File: config.mk
export PLATFORM = sky130hd
export DESIGN_NAME = intersection_scheduler
export DESIGN_NICKNAME = d
export VERILOG_FILES = /design/src/rtl/traffic_pkg.sv /design/src/rtl/intersection_scheduler_phase_timer.sv /design/src/rtl/intersection_scheduler.sv
export SDC_FILE = /design/constraint.sdc
export NUM_CORES = 1
export LEC_CHECK = 0
export CORE_MARGIN = 5
export CORE_UTILIZATION = 47
export CTS_BUF_LIST = sky130_fd_sc_hd__clkbuf_8 sky130_fd_sc_hd__clkbuf_16
export CTS_CLUSTER_DIAMETER = 120
export CTS_CLUSTER_SIZE = 8
export DETAILED_ROUTE_END_ITERATION = 7
export MAX_ROUTING_LAYER = met4
export PLACE_DENSITY = 0.74
export SLEW_MARGIN = 15
export SYNTH_ARGS = -nofsm -noshare
export SYNTH_HDL_FRONTEND = slang
export SYNTH_HIERARCHICAL = 1
export SYNTH_SLANG_ARGS = --single-unit
export TNS_END_PERCENT = 1
File: constraint.sdc
create_clock -name clk -period 2.46 [get_ports clk]
set_input_delay 0.369 -clock clk [delete_from_list [all_inputs] [get_ports clk]]
set_output_delay 0.369 -clock clk [all_outputs]
set_load 0.1 [all_outputs]
File: src/rtl/traffic_pkg.sv
// traffic_pkg: state codes, lamp encodings and direction constants shared by the intersection controller.
package traffic_pkg;
  typedef enum logic [2:0] {
    IDLE      = 3'd0,
    NS_GREEN  = 3'd1,
    NS_YELLOW = 3'd2,
    ALLRED_A  = 3'd3,
    EW_GREEN  = 3'd4,
    EW_YELLOW = 3'd5,
    ALLRED_B  = 3'd6,
    WALK      = 3'd7
  } state_t;
  localparam logic [2:0] RED = 3'b100;
  localparam logic [2:0] YEL = 3'b010;
  localparam logic [2:0] GRN = 3'b001;
  localparam logic [2:0] OFF = 3'b000;
  localparam logic DIR_NS = 1'b0;
  localparam logic DIR_EW = 1'b1;
endpackage

File: src/rtl/intersection_scheduler_phase_timer.sv
// phase_timer: saturating tick counter for the current phase; clear wins over increment.
module phase_timer #(
  parameter int W = 6
) (
  input  logic         clk,
  input  logic         rst,
  input  logic         tick,
  input  logic         clr,
  output logic [W-1:0] cnt
);
  always_ff @(posedge clk or posedge rst)
    if (rst) cnt <= '0;
    else if (clr) cnt <= '0;
    else if (tick && cnt != '1) cnt <= cnt + W'(1);
endmodule

File: src/rtl/intersection_scheduler.sv
// intersection_scheduler: two-approach signal controller with demand-actuated greens, all-red clearance and a pedestrian walk phase.
module intersection_scheduler
  import traffic_pkg::*;
#(
  parameter int CNT_W       = 6,
  parameter int T_GREEN     = 20,
  parameter int T_MIN_GREEN = 5,
  parameter int T_YELLOW    = 3,
  parameter int T_ALLRED    = 2,
  parameter int T_WALK      = 10
) (
  input  logic       clk,
  input  logic       rst,
  input  logic       tick,
  input  logic       en,
  input  logic       ns_req,
  input  logic       ew_req,
  input  logic       ped_req,
  output logic       ped_ack,
  output logic [2:0] ns_light,
  output logic [2:0] ew_light,
  output logic       walk,
  output logic [2:0] state_o
);
  localparam logic [CNT_W-1:0] C_GREEN  = CNT_W'(T_GREEN - 1);
  localparam logic [CNT_W-1:0] C_MIN    = CNT_W'(T_MIN_GREEN - 1);
  localparam logic [CNT_W-1:0] C_YELLOW = CNT_W'(T_YELLOW - 1);
  localparam logic [CNT_W-1:0] C_ALLRED = CNT_W'(T_ALLRED - 1);
  localparam logic [CNT_W-1:0] C_WALK   = CNT_W'(T_WALK - 1);

  if (T_MIN_GREEN < 1 || T_MIN_GREEN > T_GREEN || T_YELLOW < 1 || T_ALLRED < 1 || T_WALK < 1 ||
      T_GREEN > 2**CNT_W || T_YELLOW > 2**CNT_W || T_ALLRED > 2**CNT_W || T_WALK > 2**CNT_W) begin : g_bad_params
    $error("intersection_scheduler: illegal timing parameters");
  end

  state_t           state, state_n;
  logic [CNT_W-1:0] cnt;
  logic             ped_pend, next_dir, clr, to_walk, ns_go, ew_go;

  phase_timer #(.W(CNT_W)) u_timer (
    .clk  (clk),
    .rst  (rst),
    .tick (tick),
    .clr  (clr),
    .cnt  (cnt)
  );

  // A green yields early only when its own approach has gone quiet; otherwise it runs to full length.
  always_comb begin
    ns_go   = !en || ((ew_req || ped_pend) && ((cnt >= C_MIN && !ns_req) || cnt >= C_GREEN));
    ew_go   = !en || ((ns_req || ped_pend) && ((cnt >= C_MIN && !ew_req) || cnt >= C_GREEN));
    state_n = state;
    case (state)
      IDLE:      if (tick && en) state_n = ALLRED_B;
      NS_GREEN:  if (tick && ns_go) state_n = NS_YELLOW;
      NS_YELLOW: if (tick && cnt == C_YELLOW) state_n = ALLRED_A;
      ALLRED_A:  if (tick && cnt == C_ALLRED) state_n = !en ? IDLE : ped_pend ? WALK : EW_GREEN;
      EW_GREEN:  if (tick && ew_go) state_n = EW_YELLOW;
      EW_YELLOW: if (tick && cnt == C_YELLOW) state_n = ALLRED_B;
      ALLRED_B:  if (tick && cnt == C_ALLRED) state_n = !en ? IDLE : ped_pend ? WALK : NS_GREEN;
      WALK:      if (tick && cnt == C_WALK) state_n = !en ? IDLE : next_dir == DIR_EW ? EW_GREEN : NS_GREEN;
      default:   state_n = IDLE;
    endcase
    clr     = state_n != state;
    to_walk = state_n == WALK && state != WALK;
  end

  // A request coinciding with WALK entry is served by that walk, so clearing wins.
  always_ff @(posedge clk or posedge rst)
    if (rst) begin
      state    <= IDLE;
      ped_pend <= 1'b0;
      ped_ack  <= 1'b0;
      next_dir <= DIR_NS;
    end else begin
      state    <= state_n;
      ped_pend <= to_walk ? 1'b0 : ped_pend | ped_req;
      ped_ack  <= to_walk;
      if (to_walk) next_dir <= state == ALLRED_A ? DIR_EW : DIR_NS;
    end

  assign ns_light = state == NS_GREEN ? GRN : state == NS_YELLOW ? YEL : RED;
  assign ew_light = state == EW_GREEN ? GRN : state == EW_YELLOW ? YEL : RED;
  assign walk     = state == WALK;
  assign state_o  = state;
endmodule

Yosys cells after proc, flatten, opt, wreduce, memory -nomap -nowiden
Cells that the tools add are included.

storage, ports and cells
  register bits = 12
  bits in latches = 0
  bits in writable memories = 0
  ROM bits = 0
  output and inout port bits = 11
  memories kept = 0

cells by class
  add/sub/neg operators = 1
  multipliers = 0
  divide/modulo/power cells = 0
  magnitude comparators = 2
  equality and inequality tests = 14
  shift-type cells = 0
  muxes and demuxes = 23
  bitwise operators = 1
  reduce and logical (&&, ||, !) cells = 23

operator list
  operator               count
  $mux W3                17
  $pmux W3 S8            1
  $eq A3 B3 Y1 const B   5
  $logic_and A1 B1 Y1    12
  $mux W6                2
  $add A6 B1 Y6 const B  1
  $eq A3 B2 Y1 const B   2
  $eq A6 B1 Y1 const B   1
  $eq A6 B2 Y1 const B   1
  $eq A6 B4 Y1 const B   1
  $ge A6 B3 Y1 const B   1
  $ge A6 B5 Y1 const B   1
  $logic_or A1 B1 Y1     6
  $ne A6 B6 Y1 const B   1
  $eq A3 B1 Y1 const B   1
  $logic_not A1 Y1       3
  $logic_not A3 Y1       1
  $ne A3 B3 Y1           1
  $ne A3 B3 Y1 const B   1
  $mux W1                2
  $mux W2                1
  $reduce_bool A2 Y1     1
  $or A1 B1 Y1           1

Longest topological paths before layout
Gate-level depths: netlist of the first run.

  word-level depth = 11
  depth in mapped cells = 11
  depth with buffers taken out = 9

By module
Netlist of the first run, hierarchy kept.

by module, submodules not included
  module                  instances  cells each  area each (µm²)  sequential area each (µm²)
  intersection_scheduler  1          80          653.1            150.1
  phase_timer             1          40          370.4            150.1

Worst setup path after synthesis of the first run
No wires, ideal clock.

  path kind = register to output
  from = register state[1], in the netlist state_o[1]
  to = output port ns_light[2]
  data arrival time = 4.656 ns
  data required time = 2.091 ns
  slack = -2.565 ns
  stages on the path, launching flop included = 5
  cells stage by stage = dfrtp_1 buf_6 inv_1 nor3_1 nor2_1

between the ends
  word-level cells in the longest chain between the ends = 3
  elaborated cells on any way between the ends = 4

ends and longest elaborated chain
  what                    line                          RTL
  start, declared         intersection_scheduler.sv:36  state_t state, state_n;
  start signal, assigned  intersection_scheduler.sv:76  state <= state_n;
  $eq A3 B2 Y1            intersection_scheduler.sv:82  assign ns_light = state == NS_GREEN ? GRN : state == NS_YELLOW ? YEL : RED;
  $mux W3                 intersection_scheduler.sv:82
  $mux W3 *               intersection_scheduler.sv:82
  end, declared           intersection_scheduler.sv:20  output logic [2:0] ns_light,

Every way passes the cells marked *; elsewhere a longest branch is shown, timed or not.

Final worst setup path of the first run
  from = register u_timer.cnt[4]
  to = register u_timer.cnt[1]

between the ends
  word-level cells in the longest chain between the ends = 10
  elaborated cells on any way between the ends = 31

ends and longest elaborated chain
  what                                                  line                                                        RTL
  start, declared                                       intersection_scheduler_phase_timer.sv:9                     output logic [W-1:0] cnt
  start signal, assigned                                intersection_scheduler_phase_timer.sv:14                    else if (tick && cnt != '1) cnt <= cnt + W'(1);
  $ge A6 B3 Y1                                          intersection_scheduler.sv:50, intersection_scheduler.sv:51
  $logic_and A1 B1 Y1, on equally long branches         intersection_scheduler.sv:51, intersection_scheduler.sv:50
  $logic_or A1 B1 Y1, on equally long branches          intersection_scheduler.sv:51, intersection_scheduler.sv:50
  $logic_and A1 B1 Y1, on equally long branches         intersection_scheduler.sv:51, intersection_scheduler.sv:50
  $logic_or A1 B1 Y1, on equally long branches          intersection_scheduler.sv:51, intersection_scheduler.sv:50
  $logic_and A1 B1 Y1, on equally long branches         intersection_scheduler.sv:58, intersection_scheduler.sv:55
  $mux W3, on equally long branches                     intersection_scheduler.sv:58, intersection_scheduler.sv:55
  $pmux W3 S8 *                                         intersection_scheduler.sv:53                                case (state)
  $ne A3 B3 Y1 *                                        intersection_scheduler.sv:64                                clr = state_n != state;
  via clr                                               intersection_scheduler.sv:38                                logic ped_pend, next_dir, clr, to_walk, ns_go, ew_go;
  $mux W6 / $reduce_bool A2 Y1 (equally long branches)  n/a

The timed path passes the listed nets; every way through them passes the cells marked *.
A chain may end at the register's enable or synchronous reset.

==> results of run 1 <==
[sequential cells by signal, indices dropped and copies added, names as in the netlist]
register and flops:
next_dir 1, ped_pend 1, ped_ack 1, u_timer/cnt 6
state_o 3
[routing by layer]
layer	part of all wire, %	vias to the layer above
li1	-	542
met1	41	543
met2	51	44
met3	5.1	6
met4	2.4	0
met5	0	-
[final cells by class]
class                           count  area (µm²)
Clock buffer                        4        55.1
Tap cell                           27        33.8
Inverter                            8        30.0
Sequential cell                    12         312
Multi-Input combinational cell     92         753
Timing Repair Buffer               44         347
Fill cell                         143         492
[logic make-up (layout without fill, tap and decap cells)]
group	count (synthesis)	after routing
DFF	12	12
AOI/OAI and AO/OA	28	28
buffers and inverters	16	56
and+or+nand+nor	60	60
adders and majority gates	1	1
xor gates and xnor gates	2	2
muxes	1	1
[through the flow]
stage | instances | utilization, %
floorplan | 120 | -
global placement | 178 | 67.9
detailed placement | 178 | 67.9
CTS | 185 | 73.2
global route | 187 | 75.7
finish | 187 | 75.7
[how the worst max path moves through the flow]
stage / startpoint / to / slack, ns / cells past startpoint
finish: u_timer/cnt[4]$_DFFE_PP0P_ / u_timer/cnt[1]$_DFFE_PP0P_ / -0.06 / 9
global route: u_timer/cnt[5]$_DFFE_PP0P_ / u_timer/cnt[0]$_DFFE_PP0P_ / -0.12 / 9
CTS: u_timer/cnt[4]$_DFFE_PP0P_ / u_timer/cnt[1]$_DFFE_PP0P_ / -0.005 / 9
detailed placement: tick / u_timer/cnt[1]$_DFFE_PP0P_ / -0.52 / 10
global placement: tick / u_timer/cnt[1]$_DFFE_PP0P_ / -0.48 / 10
floorplan: state_o[1]$_DFF_PP0_ / u_timer/cnt[1]$_DFFE_PP0P_ / -0.38 / 11
[timing repair]
| action | CTS | global route |
|---|---|---|
| endpoints found under the setup margin | 9 | 7 |
| buffers inserted | 3 | 2 |
| resized for setup | 8 | 8 |
| pin swaps | 10 | 3 |
[placed cells by master (no fill, tap or decap), types with 2 or more instances in the layout]
| cell type | Yosys | routed |
|---|---|---|
| buf_4 | 2 | 37 |
| inv_1 | 8 | 7 |
| nand2_1 | 8 | 7 |
| dfrtp_1 | 12 | 7 |
| nand4_1 | 5 | 5 |
| nor2_1 | 9 | 5 |
| nand3_1 | 4 | 4 |
| a21oi_1 | 4 | 4 |
| a31oi_1 | 4 | 4 |
| clkbuf_8 | 0 | 4 |
| clkdlybuf4s50_1 | 0 | 4 |
| and3_1 | 3 | 3 |
| nor3_1 | 5 | 3 |
| nor3b_1 | 5 | 3 |
| and4_4 | 3 | 3 |
| dfrtp_2 | 0 | 3 |
| nand2b_1 | 3 | 2 |
| nor2_2 | 0 | 2 |
| nor2b_1 | 2 | 2 |
| nor2_4 | 0 | 2 |
| dlygate4sd2_1 | 0 | 2 |
| dfrtp_4 | 0 | 2 |
| nor3b_2 | 0 | 2 |
| o211ai_1 | 2 | 2 |
| a211oi_2 | 2 | 2 |
==> results.json, run 1 <==
{
  "timing.rr.end": "u_timer/cnt[1]$_DFFE_PP0P_",
  "die_height_um": 56.7,
  "crit_path_max_fanout": 5,
  "async_reset_ff_share_pct": 100,
  "status": "complete, but fails checks",
  "gr-usage-met3_pct": 3.90,
  "synth_mux_area_share_pct": 0.978,
  "hold_violations": 0,
  "cts_tree": "built",
  "grt_start_max_net_pins": 13,
  "syn_nets": 128,
  "drive_above_1_share_pct": 48.1,
  "io_pins": 18,
  "drt-total-wl_mm": 3.00,
  "ctsHoldBuffers": 0,
  "wire_per_inst_um": 16.0,
  "synthTopCellsByArea": "dfrtp_1 29%, nor3b_1 3.7%, nor2_1 3.3%, and4_4 3.3%, buf_6 3.3%",
  "diodes": 0,
  "rows": 16,
  "rr_worst_depth": 9,
  "cp_cell_sequence": "or4b_4 > a211oi_4 > o22ai_1 > or4_4 > xnor2_2 > nand2_2 > inv_2 > a41oi_2 > o211ai_1",
  "arrival_ns": 2.65,
  "clock_path_buffers": 2,
  "relSlewSlack_pct": 75.2,
  "vias": 1135,
  "worst_pin_slew_ns": 0.362,
  "post_drt_via_cell_ratio": 6.07,
  "clk_pin_slew_ns": 0.06,
  "startpoint_type": "flip-flop",
  "core_um2": 2020,
  "top_usage_layer": "met2",
  "min_period_over_period_pct": 103,
  "setup_viol": 6,
  "dp_slack_ns": -0.516,
  "max_cap_viol_count": 0,
  "route.detailed.drc": 0,
  "hpwl_mm": 2.09,
  "crit_required_ns": 2.58,
  "grt_pass1_vias": 1067,
  "finalInstanceArea_um2": 1530,
  "cts.sinks": 12,
  "htree_levels": 1,
  "drtIter0Drc": 51,
  "synth_commonest_cells": "12 x dfrtp_1, 9 x nor2_1, 8 x inv_1, 8 x nand2_1",
  "synth-xor-area-share_pct": 1.71,
  "gp_congestion": 0.928,
  "clock_skew_ns": 0.00201,
  "crit_slowest_cell": "or4b_4",
  "synth_area_um2": 1020,
  "grt_pass1_wl_mm": 4.77,
  "fin_ws_ns": -0.0634,
  "synth-simple-area-share_pct": 36.1,
  "syn_inst": 120,
  "fp.dieArea_um2": 3210,
  "postSynthRegisterBits": 12,
  "crit_family": "simple AND/OR/NAND/NOR gates",
  "criticalPathCategory": "reg2reg",
  "drv_slew": 0,
  "fin_crit_ns": 2.52,
  "rsz0062_at_grt": "true",
  "initial_core_util_pct": 50.6,
  "seq_area_frac_synth_pct": 29.3,
  "synth_top_family_by_area": "simple AND/OR/NAND/NOR gates",
  "clkLatencyLatePin_ns": 0.25,
  "nets": 169,
  "antenna_left": 0,
  "grt_util_met1_pct": 21.3,
  "placed_area_um2": 1370,
  "met2_usage_pct": 33.0,
  "firstDrtPassIters": 4,
  "worstSetupEndpointType": "flip-flop",
  "r2r_slack_ns": -0.06,
  "fin_hold_ws_ns": 0.357,
  "grt_overflow": 0,
  "rr_startpoint": "u_timer/cnt[4]$_DFFE_PP0P_",
  "netlist.top_cell.by_area": "dfrtp_1",
  "die_w_um": 56.7,
  "fmax_mhz": 396,
  "violations": "negative setup slack",
  "tns_ns": -0.185,
  "cts_buffers": 3,
  "critPathMaxStageDelay_ns": 0.58,
  "min-delay-path-class": "in2async",
  "synth_compound_area_share_pct": 21.6,
  "areaGrowthSynthToFinish_pct": 49.5,
  "antenna_found_initial": 0,
  "ys_warn_count": 6,
  "synth_edf_count": 0,
  "yosysMostFrequentCell": "dfrtp_1",
  "synthAdderAreaFrac_pct": 1.22,
  "cts-root-buf": "clkbuf_8",
  "synth_top_area_share_pct": 29.3,
  "crit_buf_inv": 1,
  "synth_cell_types": 47,
  "port_buffers": 17,
  "grt_usage_pct": 19.4,
  "synth.avg_cell_area_um2": 8.53,
  "synth_flop_cell": "dfrtp_1"
}
Power of run 1 is not shown: default switching activity piles up to over one toggle a cycle in this logic, so the estimate is an artifact.
==> run 2: changes to the inputs <==
- ABC_AREA: not set -> 1
==> run 2 against run 1 <==
The flow now finishes without violations. Final cell count up 21%. Register-to-register slack better by 0.36 ns. Synthesized cell count up 46%. Critical path depth up 7. Clock skew down 0.0011 ns. Highest routed layer unchanged. Non-clock buffer count down 25. Utilization down 13 points. Sequential share of layout area up 2.7 points. Die area up 2.2%. Worst setup slack better by 0.36 ns. Area after synthesis up 2.7%. Hold slack better by 0.0082 ns.
==> results.json, run 2 <==
{
  "status": "completed",
  "vias": 1082,
  "synth_flop_cell": "dfrtp_1",
  "firstDrtPassIters": 4,
  "fmax_mhz": 462,
  "synth-xor-area-share_pct": 0,
  "cts_tree": "built",
  "setup_viol": 0,
  "crit_path_max_fanout": 6,
  "port_buffers": 17,
  "postSynthRegisterBits": 12,
  "diodes": 0,
  "post_drt_via_cell_ratio": 4.79,
  "final_common_cell": "nand2_1",
  "areaGrowthSynthToFinish_pct": 28.6,
  "largest_register_ffs": 6,
  "grt_usage_pct": 16.2,
  "cts-root-buf": "clkbuf_8",
  "min_period_over_period_pct": 88.0,
  "syn_inst": 175,
  "max_cap_viol_count": 0,
  "cts_setup_buffers": 0,
  "wl_met3_um": 97,
  "netlist.top_cell.by_area": "dfrtp_1",
  "core_um2": 2170,
  "fillers": 208,
  "drive_above_1_share_pct": 26.8,
  "yosysMostFrequentCell": "nand2_1",
  "dp_slack_ns": 0.0887,
  "synthAdderAreaFrac_pct": 1.19,
  "rows": 17,
  "antenna_found_initial": 0,
  "wl_met1_mm": 1.20,
  "synth_compound_area_share_pct": 4.64,
  "wire_per_inst_um": 10.9,
  "regArea_um2": 312,
  "cts_buffers": 3,
  "fp.dieArea_um2": 3280,
  "nets": 207,
  "met2_length_mm": 1.12,
  "arrival_ns": 2.29,
  "drtIter0Drc": 26,
  "initial_core_util_pct": 48.4,
  "grt_start_max_net_pins": 9,
  "grt_pass1_wl_mm": 4.17,
  "ys_warn_count": 6,
  "crit_required_ns": 2.59,
  "fin_crit_ns": 2.16,
  "rsz0062_at_grt": "false",
  "relSlewSlack_pct": 81.3,
  "largest-register": "u_timer/cnt",
  "synth_commonest_cells": "53 x nand2_1, 28 x inv_1, 24 x nor2_1, 14 x nand3_1, 12 x dfrtp_1",
  "ctsHoldBuffers": 0,
  "r2r_slack_ns": 0.30,
  "io_pins": 18,
  "grt_pass1_vias": 1005,
  "criticalPathCategory": "reg2reg",
  "synth.avg_cell_area_um2": 6.01,
  "hold_violations": 0,
  "clk_pin_slew_ns": 0.05,
  "synth_area_um2": 1050,
  "synth_edf_count": 0,
  "synth_cell_types": 19,
  "clkLatencyLatePin_ns": 0.24,
  "seq_area_frac_synth_pct": 28.6,
  "async_reset_ff_share_pct": 100,
  "synth_top_area_share_pct": 28.6,
  "post_cts_resized": 0,
  "htree_levels": 1,
  "synth-simple-area-share_pct": 53.5,
  "maxUsedRoutingLayer": "met4",
  "clock_path_buffers": 2,
  "layout_common_cells": "53 x nand2_1, 27 x inv_1, 21 x nor2_1",
  "drv_slew": 0,
  "synth_mux_area_share_pct": 0,
  "route.detailed.drc": 0,
  "synth_top_family_by_area": "simple AND/OR/NAND/NOR gates",
  "die_height_um": 57.3,
  "worstSetupEndpointType": "flip-flop",
  "synthTopCellsByArea": "dfrtp_1 29%, nand2_1 19%, inv_1 10%, nor2_1 8.6%, nand3_1 6.7%",
  "tns_ns": 0,
  "clock_skew_ns": 0.000948,
  "min-delay-path-class": "in2async",
  "multi_input_area_um2": 659,
  "hpwl_mm": 2.02,
  "startpoint_type": "flip-flop",
  "gp_congestion": 0.901,
  "fin_ws_ns": 0.295,
  "die_w_um": 57.3,
  "drt-total-wl_mm": 2.46,
  "syn_nets": 183,
  "grt_overflow": 0,
  "antenna_left": 0,
  "cts.sinks": 12,
  "worst_pin_slew_ns": 0.283
}
run 2: changes by cell type after synthesis, sizes merged, moves of 3 or more:
cell and delta:
and4 -4, nand2b -3, and3 -4, inv +26, a31oi -5, nand2 +54, buf -7, o21ai +4
a211oi -4, nand3 +13, nor2 +24, nor3b -5
run 2: logic make-up after synthesis:
kind of cell,count (synthesis)
compound gates,9
fa+ha+maj,1
buf+inv,34
simple gates,119
flops,12
run 2: final cells by class:
| class | instances | share of cell area (%) |
|---|---|---|
| clock buffers | 4 | 4.07 |
| inverters | 34 | 9.81 |
| multi-input cells | 129 | 48.8 |
| flip-flops and latches | 12 | 23.1 |
| well taps | 28 | 2.59 |
| repair buffers | 19 | 11.7 |
run 2: worst max-delay path, stage by stage, from the launching register on:
cell and delay [ns]:
dfrtp_4 0.53, inv_1 0.12, nand2_1 0.13, nor2_2 0.19, nand3_1 0.12, nand2_1 0.07, nand2_1 0.06, nand3_2 0.09
nand2_1 0.09, nand2_1 0.06, nand2_1 0.05, nor2_1 0.09, nand2_1 0.14, inv_2 0.14, nand2_2 0.08, nand2_1 0.06
nand2_1 0.05
run 2: per-layer routing:
layer,track usage [%],vias up
li1,-,577
met1,21.3,477
met2,24.5,23
met3,2.26,5
met4,7.28,0
met5,-,-
run 2: metrics by stage:
| stage | instance area (µm²) | instances | util, % | hold WS [ns] |
|---|---|---|---|---|
| after floorplan | 1100 | 175 | - | 0.160 |
| after global placement | 1300 | 222 | 59.7 | 0.493 |
| after detailed placement | 1300 | 222 | 59.7 | 0.509 |
| after CTS | 1350 | 226 | 62.3 | 0.368 |
| after global routing | 1350 | 226 | 62.3 | 0.374 |
| final | 1350 | 226 | 62.3 | 0.365 |
run 2: path summary, 6_finish.rpt:
check                                           from                          to  cells after the start
worst max-delay path            state_o[2]$_DFF_PP0_  u_timer/cnt[3]$_DFFE_PP0P_                     16
worst min-delay path                             rst        state_o[2]$_DFF_PP0_                      2
worst max register to register  state_o[2]$_DFF_PP0_  u_timer/cnt[3]$_DFFE_PP0P_                     16
worst min register to register  next_dir$_DFFE_PP0P_        next_dir$_DFFE_PP0P_                      2
max in group asynchronous                        rst        state_o[1]$_DFF_PP0_                      2
min in group clk                next_dir$_DFFE_PP0P_        next_dir$_DFFE_PP0P_                      2
Power of run 2 is left out for the same reason.
